**src/rtl/param_shift_reg.sv**
```systemverilog
// param_shift_reg: parametrised universal shift register.
// Provides parallel load, left/right serial shift with enable, parallel
// readback, and a saturating shift counter with an "empty" flag so that a
// loaded word can be serialised without external counting.
// Optional build macro: PARAM_SHIFT_REG_ROTATE_EN adds a 'rot' input. When
// rot is high, the bit leaving the register re-enters at the opposite end
// instead of d_in.
module param_shift_reg #(
  parameter  int WIDTH = 4,
  localparam int CNT_W = $clog2(WIDTH + 1)
) (
  input  logic             clk,
  input  logic             reset,
  input  logic             ld,
  input  logic             en,
  input  logic             dir,
  input  logic             d_in,
`ifdef PARAM_SHIFT_REG_ROTATE_EN
  input  logic             rot,
`endif
  input  logic [WIDTH-1:0] pd_in,
  output logic             out,
  output logic [WIDTH-1:0] q,
  output logic [CNT_W-1:0] cnt,
  output logic             empty
);

  localparam logic [CNT_W-1:0] CNT_FULL = CNT_W'(WIDTH);
  localparam logic [CNT_W-1:0] CNT_ONE  = CNT_W'(1);

  logic [WIDTH-1:0] q_r;
  logic [CNT_W-1:0] cnt_r;
  logic [WIDTH-1:0] q_next_s;
  logic [CNT_W-1:0] cnt_next_s;
  logic             fill_s;

  // Select the bit entering the vacated end: serial input, or the outgoing bit when rotating.
  always_comb begin
    fill_s = d_in;
`ifdef PARAM_SHIFT_REG_ROTATE_EN
    if (rot) begin
      fill_s = dir ? q_r[WIDTH-1] : q_r[0];
    end else begin
      fill_s = d_in;
    end
`endif
  end

  // Next-state selection with priority load > shift > hold; counter saturates at WIDTH.
  always_comb begin
    q_next_s   = q_r;
    cnt_next_s = cnt_r;
    if (ld) begin
      q_next_s   = pd_in;
      cnt_next_s = '0;
    end else if (en) begin
      case (dir)
        1'b0:    q_next_s = {fill_s, q_r[WIDTH-1:1]};
        1'b1:    q_next_s = {q_r[WIDTH-2:0], fill_s};
        default: q_next_s = q_r;
      endcase
      if (cnt_r == CNT_FULL) begin
        cnt_next_s = CNT_FULL;
      end else begin
        cnt_next_s = cnt_r + CNT_ONE;
      end
    end else begin
      q_next_s   = q_r;
      cnt_next_s = cnt_r;
    end
  end

  // State registers; reset clears data and marks the register as fully drained.
  always_ff @(posedge clk or negedge reset) begin
    if (!reset) begin
      q_r   <= '0;
      cnt_r <= CNT_FULL;
    end else begin
      q_r   <= q_next_s;
      cnt_r <= cnt_next_s;
    end
  end

  // The serial output is the bit that would leave on the next enabled edge.
  always_comb begin
    case (dir)
      1'b0:    out = q_r[0];
      1'b1:    out = q_r[WIDTH-1];
      default: out = q_r[0];
    endcase
  end

  assign q     = q_r;
  assign cnt   = cnt_r;
  assign empty = (cnt_r == CNT_FULL);

endmodule

```
**config.mk**
```make
export PLATFORM = sky130hd
export DESIGN_NAME = param_shift_reg
export DESIGN_NICKNAME = d
export VERILOG_FILES = /design/src/rtl/param_shift_reg.sv
export SDC_FILE = /design/constraint.sdc
export NUM_CORES = 1
export LEC_CHECK = 0
export ABC_AREA = 1
export CAP_MARGIN = 20
export CORE_AREA = 10 10 47 49
export DETAILED_ROUTE_END_ITERATION = 12
export DIE_AREA = 0 0 57 59
export GPL_TIMING_DRIVEN = 0
export PLACE_DENSITY_LB_ADDON = 0.12
export SETUP_SLACK_MARGIN = 0.02
export SLEW_MARGIN = 20
export SYNTH_ARGS = -nofsm -noshare
export SYNTH_HDL_FRONTEND = slang
export SYNTH_SLANG_ARGS = --single-unit
```
**constraint.sdc**
```tcl
create_clock -name clk -period 2.1 [get_ports clk]
set_input_delay 0.63 -clock clk [delete_from_list [all_inputs] [get_ports clk]]
set_output_delay 0.63 -clock clk [all_outputs]
set_load 0.03 [all_outputs]
```
==> summary.md <==
| Metric | Value |
|---|---|
| Final Core Density | `47.4%` |
| Yosys cell types | `15` |
| Mapped Avg Cell Area | `7.59 sq um` |
| CP top delay family | `buffers and inverters` |
| Hpwl dp | `slightly below 900 microns` |
| Most used flip-flop cell after synthesis | `dfrtp_1` |
| I/O Pins | `19` |
| CTS tree | `built` |
| Yosys top cell by area | `dfrtp_1` |
| Vias in the first global route | `around 430` |
| Synth Cell Area | `~460 sq um` |
| Num CTS Buffers | `3` |
| DRC viols | `0` |
| CP required | `1470 ps` |
| RSZ-0062 raised after global routing | `false` |
| Worst-Margin Slew | `355 ps` |
| Die Wd | `~57 microns` |
| # diodes | `0` |
| CTS max path bufs | `2` |
| Syn Inst Count | `60` |
| H-tree depth | `1` |
| Achievable Freq | `508 MHz` |
| DRT antenna net count | `0` |
| Clock sink count | `7` |
| Ys Warns | `0` |
| Largest net degree at the start of global routing | `11` |
| Worst EP arrival | `between 1000 and 1500 ps` |
| Net Count, Synth | `72` |
| Worst skew pair latency | `240 ps` |
| Synth area leaders | `dfrtp_1 (33%), nand2_1 (20%), nand3_2 (6.6%), inv_1 (6.6%), dfstp_2 (5.8%)` |
| Hold buffers post-CTS | `0` |
| Tightest Hold Check Type | `flip-flop to flip-flop` |
| Crit-path max cell delay | `690 ps` |
| Max-slew headroom | `76.2%` |
| Starting DRT DRC Count | `3` |
| Final WL | `1.05 mm` |
| Crit path kind | `flip-flop to output port` |
| Crit end category | `output port` |
| Top cell type's share of synthesized area | `roughly 33%` |
| Core area | `approximately 1400 sq um` |
| # setup viols final | `0` |
| Post-cts sizing count | `4` |
| Maxcap violations | `0` |
| Full die area | `around 3400 sq um` |
| First-pass GRT wire length | `about 1.7 mm` |
| Power per cell area | `603 nW/um^2` |
| Gr usage total | `approximately 6.4%` |
| Seq cells post-synth | `7` |
| LEAKAGE | `approximately 0.33 nW` |
| Placer Congestion | `0.776` |
| Post-CTS Setup Inserts | `0` |
| Area delta synth->final | `45.9%` |
| Peak supply drop | `0.289 mV` |
| Post-DP Area | `646 sq um` |
| Number of nets in the layout | `94` |
| Most common cell in the synthesized netlist | `nand2_1` |
| CTS root buf | `clkbuf_4` |
| Tcrit/Tclk final | `a little over nine tenths` |
| GRT overflow | `0` |
| Share of post-route cells with drive strength above 1 | `18.5%` |
| Num rows | `14` |
| WP depth | `1` |
| Reg2Reg Depth | `5` |
| Fin. Hold Viols | `0` |
| Critical path peak fanout | `4` |
| Top post-synthesis cells by count | `nand2_1 (24), inv_1 (8), dfrtp_1 (6)` |
| Setup ws final | `between 100 and 150 ps` |
| # port buffers | `17` |
| Worst Clk Skew | `between 3 and 4 ps` |
| Final instance area | `roughly 660 sq um` |
| Routed vias/inst | `4.36` |
| CP bufs+invs | `1` |
| Die Y-Extent | `59 microns` |
| Vias | `423` |
| Startpoint Class | `flip-flop` |
| Setup WS pre-CTS | `-102 ps` |
| Sequential element share of the synthesized area | `between 30 and 40%` |
| Worst-path clk slew | `50 ps` |
| First-pass iteration count of the detailed router | `4` |
| Initial antenna violation count | `0` |
| EDFF count, synth | `0` |
| Tmin final | `1970 ps` |
| Max stage delay cell, worst path | `clkdlybuf4s50_1` |
| Hold Path Cell Cnt | `2` |
| Slew Viols, Final | `0` |
| Ys async rst share | `100%` |
| Cell breakdown of the critical path | `clkdlybuf4s50_1` |
| Avg WL per Cell | `10.8 microns` |
| Status | `finished clean` |
| Initial Util | `about 33%` |
area by class of cell:
cell class	instances	area [sq um]
inverter	10	37.5
sequential	7	176
multi-input combinational	42	230
fill	155	737
clock buffer	4	26.3
buffer	1	11.3
tap	16	20.0
timing repair buffer	17	163
final timing paths:
check                        from     end  slack, ps
max                          q[1]    q[1]        130
max reg2reg                cnt[0]  cnt[0]       1100
min reg2reg                cnt[2]  cnt[2]        490
min                        cnt[2]  cnt[2]        490
min in group asynchronous   reset    q[2]        650
max in group asynchronous   reset  cnt[2]       1150
through the flow:
stage	TNS (ps)	total power, mW	std cells	hold WS [ps]
floorplan	0	0.229	60	334
global placement	-127	0.288	93	482
detailed placement	-111	0.289	93	492
CTS	0	0.409	97	498
global route	0	0.427	97	525
finish	0	0.401	97	493
metal layers:
layer | up-vias | GRT usage, % | wire (microns)
li1 | 225 | - | -
met4 | 0 | 5.03 | 23
met3 | 2 | 2.58 | 71
met5 | - | 0 | 0
met2 | 11 | 10.9 | 525
met1 | 185 | 6.19 | 427
sequential cells by signal, summed over array words and instances, names as in the netlist:
name	cells
cnt	3
q	4
power breakdown:
| part | total (mW) | switching [mW] | internal [mW] |
|---|---|---|---|
| Clock | 0.119 | 0.0466 | 0.0723 |
| Combinational | 0.123 | 0.0700 | 0.0533 |
| Sequential | 0.158 | 0.0110 | 0.147 |
layout by cell type, fill, tap and decap left out:
cell type	count
clkbuf_4	3
nand3_1	3
nand2_1	24
clkbuf_2	1
buf_6	1
a21oi_1	1
clkbuf_1	1
or2_0	1
dlygate4sd2_1	2
o21ai_0	3
clkdlybuf4s50_1	14
dfrtp_1	6
inv_2	2
o21ai_2	2
nor2_1	1
dfstp_2	1
ha_1	2
nand3_2	3
nor2_4	2
inv_1	8
cell families (layout without fill, tap and decap cells):
kind of cell / count (synthesis) / count (layout) / synth area share (%)
compound gates: 6 / 6 / 8.24
flops: 7 / 7 / 38.7
simple gates: 34 / 34 / 36.8
fa+ha+maj: 2 / 2 / 5.49
buf+inv: 11 / 32 / 10.7
Power figures use the tool's default switching activity.
==> variant 1, RTL diff (config.mk and constraints unchanged) <==
`WIDTH`: 4 -> 2.
--- a/src/rtl/param_shift_reg.sv
+++ b/src/rtl/param_shift_reg.sv
@@ -8,3 +8,3 @@
 module param_shift_reg #(
-  parameter  int WIDTH = 4,
+  parameter  int WIDTH = 2,
   localparam int CNT_W = $clog2(WIDTH + 1)
Ports: changed (resized cnt, pd_in and q); port bits go from 19 to 14. No check against the original RTL was run, so the function may have changed too.
==> variant 1 against the unedited design <==
Die area did not move. Clock power fell by 10%. Total power is 30% lower. Clock skew fell by 3.3 ps. Design area shrank 38%. Largest cell class unchanged. Sequential cell count is 3 lower. Non-clock buffer count fell by 5. Setup slack gained 18 ps. Synthesized area shrank 46%. Wire length down 32%.
==> variant 1: results (changes against the unedited design) <==
Status - finished, final reports clean
Reg-to-reg slack, setup - 1050 ps (-50 ps)
Register area share after synthesis - 41.3% (+2.6 points)
WL final - 713 um (-32%)
Avg Cell Area, Syn - 6.63 um^2 (-13%)
1st-pass router iterations - 3 (-1)
Final GP Congestion - 0.668 (-14%)
Post-synthesis compound-gate area fraction - 4.08% (-4.2 points)
Worst setup path startpoint - q[0]
Largest net degree at the start of global routing - 5 (-6)
Dpl ws - -527 ps (-426 ps)
Port buffer count - 13 (-4)
R2R cell count - 4 (-1)
CTS H-Tree Depth - 1 (unchanged)
Placed Cells - 66 (-29%)
Nets - 65 (-31%)
Peak supply drop - 345 uV (+19%)
Reg2reg start - cnt[1]
Pin slew with the least headroom to its limit - 312 ps (-43.4 ps)
Worst Slack Setup Final - 149 ps (+18.1 ps)
Min Hold Slack - 503 ps (+9.88 ps)
Hold Path End - cnt[1]
Distinct cells, synth - 7 (-8)
Setup Skew - 0.0343 ps (-3.30 ps)
Mapped Nets - 47 (-35%)
First-pass GRT wire length - 1.26 mm (-27%)
Critical path endpoint - q[0]
Commonest cells post-synth - nand2_1 (21), inv_1 (6), dfrtp_1 (3)
Hold Startpoint - cnt[1]
Cell Count, Final, Fillers Out - 70 (-28%)
Vias in the first global route - 270 (-38%)
Sw Ratio - 31.7% (-0.15 points)
Top post-synthesis cells by area - nand2_1 (32%), dfrtp_1 (31%), dfstp_2 (11%)
Setup Buffers After CTS - 0 (unchanged)
-- variant 1: kinds of logic (layout without fill, tap and decap cells) --
kind of cell	after synthesis	in the layout
AO/OA/AOI/OAI	2	2
adder cells (fa/ha/maj)	2	2
buffers and inverters	6	23
flip-flops	4	4
AND/OR/NAND/NOR	23	23
-- variant 1: final cells by class --
type / count / area, um^2
timing repair buffer: 13 / 121
inverter: 6 / 22.5
clock buffer: 4 / 26.3
multi-input combinational: 27 / 121
tap: 16 / 20.0
fill: 172 / 988
sequential: 4 / 101
-- variant 1: power by group through the flow --
stage	registers, mW	clock network (mW)	logic [mW]
final	0.0936	0.107	0.0799
after global routing	0.0953	0.120	0.0893
after CTS	0.0941	0.112	0.0818
after detailed placement	0.0950	0	0.0864
after global placement	0.0952	0	0.0866
after floorplan	0.108	0	0.0289
-- variant 1: routing by layer --
layer  global-route usage [%]  wire length, um
met1                     4.53              270
met4                     3.02                9
met2                     6.98              320
met3                     5.36              112
met5                        0                0
==> variant 2, RTL diff (same flow settings) <==
Without the edit above. Make the reset (`reset`) synchronous in one clocked block.
--- a/src/rtl/param_shift_reg.sv
+++ b/src/rtl/param_shift_reg.sv
@@ -73,3 +73,3 @@
   // State registers; reset clears data and marks the register as fully drained.
-  always_ff @(posedge clk or negedge reset) begin
+  always_ff @(posedge clk) begin
     if (!reset) begin
Function: differs if reset is asserted again (counterexample within 4 cycles, from zero or initial values and one cycle with reset low); with reset held inactive, the same outputs for 10 cycles.
==> variant 2 against the unedited design <==
Maximum frequency decreased by 1.5%. Core utilization is 2.8 points lower. Synthesized area is 9.9% lower. Hold slack improved by 12 ps. Register-to-register slack about the same. Total power fell by 10%. Via count rose by 5.2%. Count of clock-buffer cells in the layout is the same. Sequential cell count is the same. Wire length is 1.7% higher. Design area fell by 5.8%. Setup slack got worse by 31 ps. Non-clock buffer count is the same.
==> variant 2: results (changes against the unedited design) <==
Status - finished, final reports clean
Tcrit/Tclk final - 95.2% (+1.5 points)
Commonest cells post-synth - nand2_1 (26), a21oi_1 (11), inv_1 (11)
Static Leak - 0.301 nW (-7.6%)
Reg2reg start - cnt[0]
Distinct cells, synth - 13 (-2)
Final GP Congestion - 0.800 (+3.0%)
Met2 WL - 447 um (-15%)
WL final - 1.07 mm (+1.7%)
Setup Skew - 4.22 ps (+0.878 ps)
Peak Freq - 0.500 GHz (-1.5%)
Largest net degree at the start of global routing - 8 (-3)
Post-DP HPWL - 857 um (-1.0%)
GR Util met2 - 8.99% (-1.9 points)
Top post-synthesis cells by area - dfxtp_1 (34%), nand2_1 (24%), a21oi_1 (13%)
Fillers - 170 (+9.7%)
Post-synth ARST share - 0% (-100 points)
Drt first-iter violations - 4 (+1)
Mapped Nets - 78 (+8.3%)
Vias in the first global route - 409 (-5.5%)
Critical path endpoint - out
Met3 wire length - 147 um (+110%)
Pwr Density - 574 nW/um^2 (-4.7%)
Via count - 445 (+5.2%)
M1 GR Usage - 6.35% (+0.16 points)
Power Combinational - 0.0916 mW (-26%)
Capturing point of the worst reg2reg path - cnt[0]
Worst setup path startpoint - dir
Hold Path End - cnt[0]
Slowest stage delay, CP - 290 ps (-400 ps)
Hold Startpoint - cnt[0]
First-pass GRT wire length - 1.69 mm (-2.8%)
Register area share after synthesis - 34.1% (-4.6 points)
Post-synthesis compound-gate area fraction - 15.9% (+7.6 points)
Peak supply drop - 255 uV (-12%)
Share of post-route cells with drive strength above 1 - 9.09% (-9.4 points)
Routing usage on met3 - 5.15% (+2.6 points)
Port buffer count - 18 (+1)
Tot GR Track Use - 6.50% (+0.056 points)
Crit Path Max Fanout - 6 (+2)
WP data arrival - 1370 ps (+30 ps)
variant 2: cell types whose count changed in the layout (fill, tap and decap cells not counted), sizes merged:
| cell | unedited run | this run |
|---|---|---|
| clkdlybuf4s50 | 14 | 15 |
| a21oi | 1 | 11 |
| nand3 | 6 | 2 |
| nand2 | 24 | 26 |
| dfstp | 1 | 0 |
| dfxtp | 0 | 7 |
| o21ai | 5 | 2 |
| dlygate4sd2 | 2 | 1 |
| inv | 10 | 12 |
| dfrtp | 6 | 0 |
variant 2: through the flow:
stage               hold slack [ps]  cells  TNS (ps)  cell area [um^2]
floorplan                       606     66         0               410
CTS                             510    104         0               629
detailed placement              501    100      -605               611
finish                          505    104         0               626
global placement                500    100      -616               611
global route                    535    104         0               626
variant 2: cell type report:
cell class / instances / area [um^2] / share of cell area, %
clock buffer: 4 / 26.3 / 4.20
inverter: 12 / 45.0 / 7.20
multi-input combinational: 47 / 225 / 36.0
sequential: 7 / 140 / 22.4
tap: 16 / 20.0 / 3.20
timing repair buffer: 18 / 169 / 27.0
